[config.mk]
export PLATFORM = sky130hd
export DESIGN_NAME = matrix_scan_ctrl
export DESIGN_NICKNAME = d
export VERILOG_FILES = /design/src/rtl/matrix_pkg.sv /design/src/rtl/matrix_scan_ctrl_if.sv /design/src/rtl/matrix_bank_store.sv /design/src/rtl/matrix_tick_gen.sv /design/src/rtl/matrix_scan_ctrl.sv
export SDC_FILE = /design/constraint.sdc
export NUM_CORES = 1
export LEC_CHECK = 0
export ABC_AREA = 1
export BUFFER_PORTS_ARGS = -buffer_cell sky130_fd_sc_hd__clkbuf_2
export CAP_MARGIN = 20
export CELL_PAD_IN_SITES_DETAIL_PLACEMENT = 1
export CELL_PAD_IN_SITES_GLOBAL_PLACEMENT = 2
export CORE_UTILIZATION = 35
export CTS_CLUSTER_DIAMETER = 100
export DETAILED_ROUTE_END_ITERATION = 7
export GPL_ROUTABILITY_DRIVEN = 0
export HOLD_SLACK_MARGIN = 0.12
export PLACE_DENSITY = 0.78
export SLEW_MARGIN = 20
export SYNTH_ARGS = -nofsm -noshare
export SYNTH_HDL_FRONTEND = slang
export SYNTH_SLANG_ARGS = --single-unit
[constraint.sdc]
create_clock -name clkI -period 3.6 [get_ports clkI]
set_input_delay 0.36 -clock clkI [delete_from_list [all_inputs] [get_ports clkI]]
set_output_delay 0.36 -clock clkI [all_outputs]
set_load 0.05 [all_outputs]
[src/rtl/matrix_pkg.sv]
// rtl/matrix_pkg.sv - shared sizes, scan FSM states and row-select helper
package matrix_pkg;

  localparam int ROWS   = 8;
  localparam int COLS   = 8;
  localparam int TICKS  = 8;
  localparam int ROW_W  = $clog2(ROWS);
  localparam int TICK_W = $clog2(TICKS);

  typedef enum logic {
    IDLE = 1'b0,
    SCAN = 1'b1
  } scan_state_e;

  // Active-low one-hot select for the given row index.
  function automatic logic [ROWS-1:0] row_sel_n(input logic [ROW_W-1:0] row);
    return ~({{(ROWS-1){1'b0}}, 1'b1} << row);
  endfunction

endpackage

[src/rtl/matrix_scan_ctrl_if.sv]
// rtl/matrix_scan_ctrl_if.sv - back-bank write and bank-swap handshake bundle
interface matrix_scan_ctrl_if;
  import matrix_pkg::*;

  logic             wr_en;
  logic [ROW_W-1:0] wr_row;
  logic [COLS-1:0]  wr_data;
  logic             swap_req;
  logic             swap_ack;

  modport master (
    output wr_en,
    output wr_row,
    output wr_data,
    output swap_req,
    input  swap_ack
  );

  modport slave (
    input  wr_en,
    input  wr_row,
    input  wr_data,
    input  swap_req,
    output swap_ack
  );

endinterface

[src/rtl/matrix_bank_store.sv]
// rtl/matrix_bank_store.sv - double-buffered 8x8 pixel banks with coalescing swap request
module matrix_bank_store
  import matrix_pkg::*;
(
  input  logic                clkI,
  input  logic                rstN,
  input  logic                i_swap_window,
  input  logic [ROW_W-1:0]    i_rd_row,
  output logic [COLS-1:0]     o_rd_data,
  matrix_scan_ctrl_if.slave   bus
);

  logic [COLS-1:0] r_bank [2][ROWS];
  logic            r_bank_sel;
  logic            r_pending;
  logic            r_swap_ack;
  logic            w_back;
  logic            w_swap_do;

  assign w_back    = ~r_bank_sel;
  assign w_swap_do = (r_pending || bus.swap_req) && i_swap_window;

  // Writes target the back bank as seen before any flip in the same cycle.
  always_ff @(posedge clkI or negedge rstN) begin
    if (!rstN) begin
      r_bank_sel <= 1'b0;
      r_pending  <= 1'b0;
      r_swap_ack <= 1'b0;
      for (int b = 0; b < 2; b++) begin
        for (int r = 0; r < ROWS; r++) begin
          r_bank[b][r] <= '0;
        end
      end
    end else begin
      r_swap_ack <= w_swap_do;
      r_pending  <= (r_pending || bus.swap_req) && !w_swap_do;
      if (w_swap_do) begin
        r_bank_sel <= ~r_bank_sel;
      end
      if (bus.wr_en) begin
        r_bank[w_back][bus.wr_row] <= bus.wr_data;
      end
    end
  end

  assign o_rd_data    = r_bank[r_bank_sel][i_rd_row];
  assign bus.swap_ack = r_swap_ack;

endmodule

[src/rtl/matrix_tick_gen.sv]
// rtl/matrix_tick_gen.sv - pre/tick/row counter chain; holds at zero while not running
module matrix_tick_gen
  import matrix_pkg::*;
#(
  parameter int PRE = 125
) (
  input  logic              clkI,
  input  logic              rstN,
  input  logic              run,
  output logic              pre_last,
  output logic [TICK_W-1:0] tick,
  output logic [ROW_W-1:0]  row,
  output logic              frame_last
);

  localparam int PRE_W = (PRE > 1) ? $clog2(PRE) : 1;

  logic [PRE_W-1:0]  r_pre;
  logic [TICK_W-1:0] r_tick;
  logic [ROW_W-1:0]  r_row;
  logic              w_pre_last;
  logic              w_tick_last;

  assign w_pre_last  = (r_pre == PRE_W'(PRE - 1));
  assign w_tick_last = (r_tick == TICK_W'(TICKS - 1));

  always_ff @(posedge clkI or negedge rstN) begin
    if (!rstN) begin
      r_pre  <= '0;
      r_tick <= '0;
      r_row  <= '0;
    end else if (!run) begin
      r_pre  <= '0;
      r_tick <= '0;
      r_row  <= '0;
    end else if (w_pre_last) begin
      r_pre  <= '0;
      r_tick <= r_tick + TICK_W'(1);
      if (w_tick_last) begin
        r_row <= r_row + ROW_W'(1);
      end
    end else begin
      r_pre <= r_pre + PRE_W'(1);
    end
  end

  assign pre_last   = w_pre_last;
  assign tick       = r_tick;
  assign row        = r_row;
  assign frame_last = w_pre_last && w_tick_last && (r_row == ROW_W'(ROWS - 1));

endmodule

[src/rtl/matrix_scan_ctrl.sv]
// rtl/matrix_scan_ctrl.sv - 8x8 LED matrix scanner with PWM brightness and double buffering
module matrix_scan_ctrl
  import matrix_pkg::*;
#(
  parameter int PRE = 125
) (
  input  logic       clkI,
  input  logic       rstN,
  input  logic       enable,
  input  logic [2:0] brightness,
  input  logic       wr_en,
  input  logic [2:0] wr_row,
  input  logic [7:0] wr_data,
  input  logic       swap_req,
  output logic       swap_ack,
  output logic       frame_start,
  output logic [7:0] matrix_row,
  output logic [7:0] matrix_col
);

  scan_state_e       r_state;
  scan_state_e       w_state_nxt;
  logic              w_run;
  logic              w_pre_last;
  logic              w_frame_last;
  logic              w_lit;
  logic              w_swap_window;
  logic [TICK_W-1:0] w_tick;
  logic [ROW_W-1:0]  w_row;
  logic [COLS-1:0]   w_front_row;
  logic              r_tick_first;
  logic              r_frame_start;
  logic [ROWS-1:0]   r_matrix_row;
  logic [COLS-1:0]   r_matrix_col;

  matrix_scan_ctrl_if u_bus ();

  assign u_bus.wr_en    = wr_en;
  assign u_bus.wr_row   = wr_row;
  assign u_bus.wr_data  = wr_data;
  assign u_bus.swap_req = swap_req;
  assign swap_ack       = u_bus.swap_ack;

  always_ff @(posedge clkI or negedge rstN) begin
    if (!rstN) begin
      r_state <= IDLE;
    end else begin
      r_state <= w_state_nxt;
    end
  end

  always_comb begin
    w_state_nxt = r_state;
    case (r_state)
      IDLE:    if (enable)  w_state_nxt = SCAN;
      SCAN:    if (!enable) w_state_nxt = IDLE;
      default: w_state_nxt = IDLE;
    endcase
  end

  // Dropping enable blanks from the very next output cycle, not one later.
  assign w_run         = (r_state == SCAN) && enable;
  assign w_lit         = w_run && (w_tick != '0) && (w_tick <= brightness);
  assign w_swap_window = (r_state == IDLE) || ((r_state == SCAN) && w_frame_last);

  matrix_tick_gen #(
    .PRE (PRE)
  ) u_tick_gen (
    .clkI       (clkI),
    .rstN       (rstN),
    .run        (w_run),
    .pre_last   (w_pre_last),
    .tick       (w_tick),
    .row        (w_row),
    .frame_last (w_frame_last)
  );

  matrix_bank_store u_bank_store (
    .clkI          (clkI),
    .rstN          (rstN),
    .i_swap_window (w_swap_window),
    .i_rd_row      (w_row),
    .o_rd_data     (w_front_row),
    .bus           (u_bus.slave)
  );

  // r_tick_first marks the first prescaler cycle of the current tick.
  always_ff @(posedge clkI or negedge rstN) begin
    if (!rstN) begin
      r_tick_first  <= 1'b1;
      r_frame_start <= 1'b0;
      r_matrix_row  <= '1;
      r_matrix_col  <= '1;
    end else begin
      r_tick_first  <= !w_run || w_pre_last;
      r_frame_start <= w_run && r_tick_first && (w_row == '0) && (w_tick == '0);
      if (w_lit) begin
        r_matrix_row <= row_sel_n(w_row);
        r_matrix_col <= ~w_front_row;
      end else begin
        r_matrix_row <= '1;
        r_matrix_col <= '1;
      end
    end
  end

  assign frame_start = r_frame_start;
  assign matrix_row  = r_matrix_row;
  assign matrix_col  = r_matrix_col;

endmodule

======== Word-level counts from Yosys, hierarchy flattened ========
Cells that the tools add are included.
operators by class
  reductions and logical operators ........ 22
  multiplexer cells ....................... 21
  magnitude comparators ................... 7
  equality and inequality tests ........... 5
  add/sub/neg operators ................... 3
  bitwise operators ....................... 8
  shift-type cells ........................ 1
operators with widths
  kind                                                         number
  2-to-1 mux 64 bit                                            4
  bitwise mux 128 bit                                          1
  demux 64 bit (select 1 bit)                                  1
  2-to-1 mux 8 bit                                             5
  binary-select mux 8 bit (select 3 bit)                       1
  demux 8 bit (select 3 bit)                                   1
  inverter 8 bit                                               2
  2-to-1 mux 3 bit                                             5
  2-to-1 mux 7 bit                                             2
  logical AND 1 bit                                            13
  greater-or-equal comparator 4 bit (second input constant)    2
  inverter 3 -> 4 bit                                          2
  << shifter 1 x 3 -> 8 bit (first input constant)             1
  adder 7 x 1 -> 7 bit (second input constant)                 1
  equality test 7 bit (second input constant)                  1
  adder 3 x 1 -> 3 bit (second input constant)                 2
  equality test 3 bit (second input constant)                  2
  logical NOT 3 bit                                            2
  greater-or-equal comparator 2 bit (second input constant)    2
  less-than comparator 4 x 1 -> 1 bit (second input constant)  1
  inequality test 2 bit (second input constant)                2
  inverter 1 -> 2 bit                                          2
  less-or-equal comparator 3 bit                               1
  logical OR 1 bit                                             3
  6 further kinds                                              8
word-level totals
  bits of input ports ..................... 19
  bits in registers ....................... 163
  logic and storage cells ................. 94

======== Longest topological paths before layout ========
  depth after elaboration ................. 9
  depth in mapped cells ................... 9

======== By module ========
Synthesis repeated with hierarchy kept, for this count alone.
unflattened totals
  cells, all modules ...................... 1001
  area total of the unflattened synthesis .. 7888.8 um2
by module, submodules not included
  module             sequential area each (um2)  area each (um2)  cells an instance  instances
  matrix_bank_store  3278.1                      6393.6           852                1
  matrix_scan_ctrl   496.7                       788.3            71                 1
  matrix_tick_gen    325.3                       706.9            78                 1

======== Worst setup path after synthesis ========
OpenSTA, ideal clock, no wires.
  path kind ............................... input to register
  start ................................... in brightness[2]
  end ..................................... reg r_matrix_row[0] (netlist: matrix_row[0])
  stages .................................. 7
  path slack .............................. 2.065 ns
  path buffers ............................ 1
  arrival time ............................ 1.440 ns
  setup time .............................. 0.094 ns
  cells stage by stage .................... inv_1 ha_1 a21oi_1 o21ai_0 a21oi_2 buf_2 nand3_1
on the way
  word-level cells in the longest chain between the ends .. 3
ends and longest elaborated chain
  item                            RTL line                source
  from (decl)                     matrix_scan_ctrl.sv:10  input logic [2:0] brightness,
  less-or-equal comparator 3 bit  matrix_scan_ctrl.sv:63  assign w_lit = w_run && (w_tick != '0) && (w_tick <= brightness);
  logical AND 1 bit               matrix_scan_ctrl.sv:63
  2-to-1 mux 8 bit                matrix_scan_ctrl.sv:97  if (w_lit) begin
  to (signal assigned)            matrix_scan_ctrl.sv:98  r_matrix_row <= row_sel_n(w_row);
  to (decl)                       matrix_scan_ctrl.sv:33  logic [ROWS-1:0] r_matrix_row;
Every way passes these cells.
A chain may end at the register's enable or synchronous reset.

======== Final worst setup path ========
  start ................................... reg u_tick_gen.r_row[1] (netlist: u_tick_gen.row[1])
  end ..................................... reg u_tick_gen.r_row[1] (netlist: u_tick_gen.row[1])
on the way
  word-level cells in the longest chain between the ends .. 4
ends and longest elaborated chain
  item                    RTL line               source
  from (decl)             matrix_tick_gen.sv:20  logic [ROW_W-1:0] r_row;
  from (signal assigned)  matrix_tick_gen.sv:40  r_row <= r_row + ROW_W'(1);
  adder 3 x 1 -> 3 bit    matrix_tick_gen.sv:40
  2-to-1 mux 3 bit        matrix_tick_gen.sv:39  if (w_tick_last) begin
  2-to-1 mux 3 bit        matrix_tick_gen.sv:36  end else if (w_pre_last) begin
  2-to-1 mux 3 bit        matrix_tick_gen.sv:32  end else if (!run) begin
Every way passes these cells. The select of a mux whose other input is x is not followed.

==> impl_results.md <==
* Simple-gate share of the synthesized area at 0.257
* Initial antenna violation count at 0
* Pre-CTS setup slack at 1.08 ns
* Fin cells at 1148
* GRT Max-Usage Layer: met2
* Hold Crit Depth at 3
* Post-synthesis net count at 889
* Outcome: completed
* Crit. End Element: register
* Via count at 5897
* Largest family of logic cells by synthesized area: simple AND/OR/NAND/NOR gates
* Post-DR vias/cell at 5.14
* Setup TNS at 0 ns
* Fraction of the mapped netlist area in adder cells at 0.0241
* Cells along the critical path: clkinv_1 -> ha_1 -> o21a_1
* Max stage delay on crit path at 0.90 ns
* Number of cell rows at 52
* CTS tree: done
* Die H at 146 um
* Post-synthesis mux area share at 0
* TritonRoute pass-1 iters at 5
* Worst setup margin at 1.05 ns
* Synth Register Bits at 163
* GRT Total Usage at 0.216
* Final HPWL DP at 13900 um
* Vias in the first global route at 6212
* ANT nets after route at 0
* Synth Warn # at 0
* DRC Markers at 0
* Clk sinks at 163
* Total wire length at 21500 um
* Worst Path Max Fanout at 19
* Full die area at 0.0213 mm^2
* Worst vdd ir at 0.368 mV
* Post-Syn Area per Cell at 8.48 um^2
* CP arrival at 2.87 ns
* Rel. slew slack at 0.282
* Max-cap violations at 0
* Post-synthesis sequential area ratio at 0.565
* Final Hold Fails at 0
* Layout cells sized above 1 at 0.107
* IO Port Bufs at 36
* Congestion Overflow GR at 0
* Largest net degree at the start of global routing at 111
* Distinct cells, synth at 22
* Path type of the worst min-delay path: primary input to register
* Setup Skew at 0.00841 ns
* Placed cell count at 1114
* Die W at 146 um
* Minimum clock period at 2.55 ns
* WL per Instance at 18.7 um
* Worst Tran Pin Value at 1.07 ns
* Cells after Synth at 856
* CTS Buf Count at 17
* Crit share post-route at 0.709
* Compound-Gate Fraction of Synth Area at 0.0988
* WS Path Type: register to register
* R2r worst-path depth at 3
* Core Area at 0.0203 mm^2
* Diode count at 0
* CTS resizes at 0
* DR iter-0 viols at 293
* Met2 global-route usage at 0.361
* Number of fill cells at 2442
* Max Freq at 392 MHz
* Area Overhead vs Synth at 12.6%
* RSZ-0062 raised after global routing: no
* PwrDens at 661 mW/mm^2
* Crit start category: register
* Worst-Skew Late Latency at 0.43 ns
* Met1 usage at 0.292
* LEAKAGE at 3.76 nW
* XOR/XNOR share of the synthesized area at 0.00362
* Slew Viols, Final at 0
* Global-route wire length before repair at 35300 um
* Maximum clock insertion buffer count at 2
* Clock Tree Root: clkbuf_16
* Initial core utilization at 0.358
* Met3 Use GR at 0.0281
* Data required, critical path at 3.92 ns
* Clock transition at the registers of the reported paths at 0.06 ns
* # nets final at 898
* Htree depth at 4
* CP max stage cell: dfrtp_1
* Synthesized area at 0.00726 mm^2
* Ports at 37
* Final setup vio count at 0
==> final timing paths <==
path	from	slack, ns	end
setup / recovery	u_tick_gen.row[1]	1.05	u_tick_gen.row[1]
hold / removal	swap_req	0.17	u_bank_store.r_pending
setup reg to reg	u_tick_gen.row[1]	1.05	u_tick_gen.row[1]
hold reg to reg	u_bank_store.r_bank[13]	0.49	u_bank_store.r_bank[13]
max in group asynchronous	rstN	2.09	u_bank_store.r_bank[77]
min in group asynchronous	rstN	0.58	u_bank_store.r_bank[125]
==> through the flow <==
step                instance area (um^2)  hold WS [ns]  utilization  power [W]
floorplan                           7260        0.0644            -    0.00334
detailed placement                  7590         0.475        0.374    0.00373
global route                        8170         0.192        0.403    0.00576
finish                              8170         0.171        0.403    0.00540
global placement                    7580         0.466        0.374    0.00364
CTS                                 8160         0.126        0.402    0.00546
==> critical path: cells and delay by family, from the launching register on <==
kind / cells / cell delay [ns]
DFF: 1 / 0.90
buffers and inverters: 1 / 0.80
adders and majority gates: 1 / 0.55
AOI/OAI and AO/OA: 1 / 0.19
==> where the power goes <==
| part | internal, W | switching (W) | leakage, nW |
|---|---|---|---|
| combinational | 0.000385 | 0.000686 | 1.50 |
| clock | 0.000928 | 0.000788 | 0.264 |
| sequential | 0.00234 | 0.000279 | 1.99 |
| total | 0.00365 | 0.00175 | 3.76 |
==> synth_stat cells (all sizes together) <==
master / n / area, um^2
ha: 14 / 175
clkinv: 2 / 7.51
buf: 28 / 153
xnor2: 2 / 17.5
o21a: 1 / 7.51
or2: 1 / 6.26
dfrtp: 146 / 3650
nor2: 56 / 210
nand2: 242 / 908
inv: 31 / 116
xor2: 1 / 8.76
a21oi: 47 / 239
nand4: 1 / 6.26
nand3: 142 / 711
clkbuf: 26 / 97.6
nor3: 5 / 25.0
o21ai: 94 / 470
dfstp: 17 / 447
==> state kept, by name (all words and copies together), names as in the netlist <==
signal / flops
frame_start: 1
u_bank_store.r_bank: 128
r_state: 1
u_tick_gen.tick: 3
u_bank_store.r_pending: 1
u_bank_store.r_bank_sel: 1
matrix_row: 8
u_bank_store.bus.swap_ack: 1
u_tick_gen.row: 3
matrix_col: 8
r_tick_first: 1
u_tick_gen.r_pre: 7
==> cells by family (layout without fill, tap and decap cells) <==
kind of cell / after synthesis / after routing
AND/OR/NAND/NOR: 447 / 447
adder cells (fa/ha/maj): 14 / 14
flip-flops: 163 / 163
buffers and inverters: 87 / 109
AO/OA/AOI/OAI: 142 / 142
XOR/XNOR: 3 / 3
==> final cells by class <==
type                    instances  area, um^2  share of cell area
multi-input cells             606        2790               0.341
clock buffers                  19         453              0.0554
well taps                     270         338              0.0413
clock inverters                13         104              0.0127
flip-flops and latches        163        4100               0.502
inverters                      33         124              0.0152
repair buffers                 44         267              0.0326
==> cells in the final DEF, fill, tap and decap left out <==
master,synthesis,layout
nand2_1,242,242
dfrtp_1,146,145
nand3_1,142,142
o21ai_0,94,94
nor2_1,56,56
a21oi_1,46,46
clkbuf_2,0,35
inv_1,30,30
clkbuf_16,0,17
dfstp_2,17,17
ha_1,14,14
nor3_1,5,5
buf_4,6,5
clkinvlp_4,0,4
clkinv_4,0,4
clkbuf_8,0,3
xnor2_1,2,2
clkinv_1,2,2
inv_6,0,2
clkinv_2,0,2
dlygate4sd3_1,0,2
xor2_1,1,1
inv_2,1,1
a21oi_2,1,1
nand4_1,1,1
o21a_1,1,1
or2_1,1,1
inv_8,0,1
buf_12,0,1
dfrtp_2,0,1
==> layer usage <==
layer / routed length [um] / vias up
li1: - / 2825
met1: 10100 / 2991
met2: 10600 / 60
met3: 450 / 21
met4: 299 / 0
met5: 0 / -
==> what timing repair did <==
action | 4_1_cts | 5_1_grt
setup buffers | 0 | 0
hold endpoints to repair | 1 | 11
endpoints found under the setup margin | 0 | 0
hold buffers | 1 | 1
(Power assumes the default switching activity.)
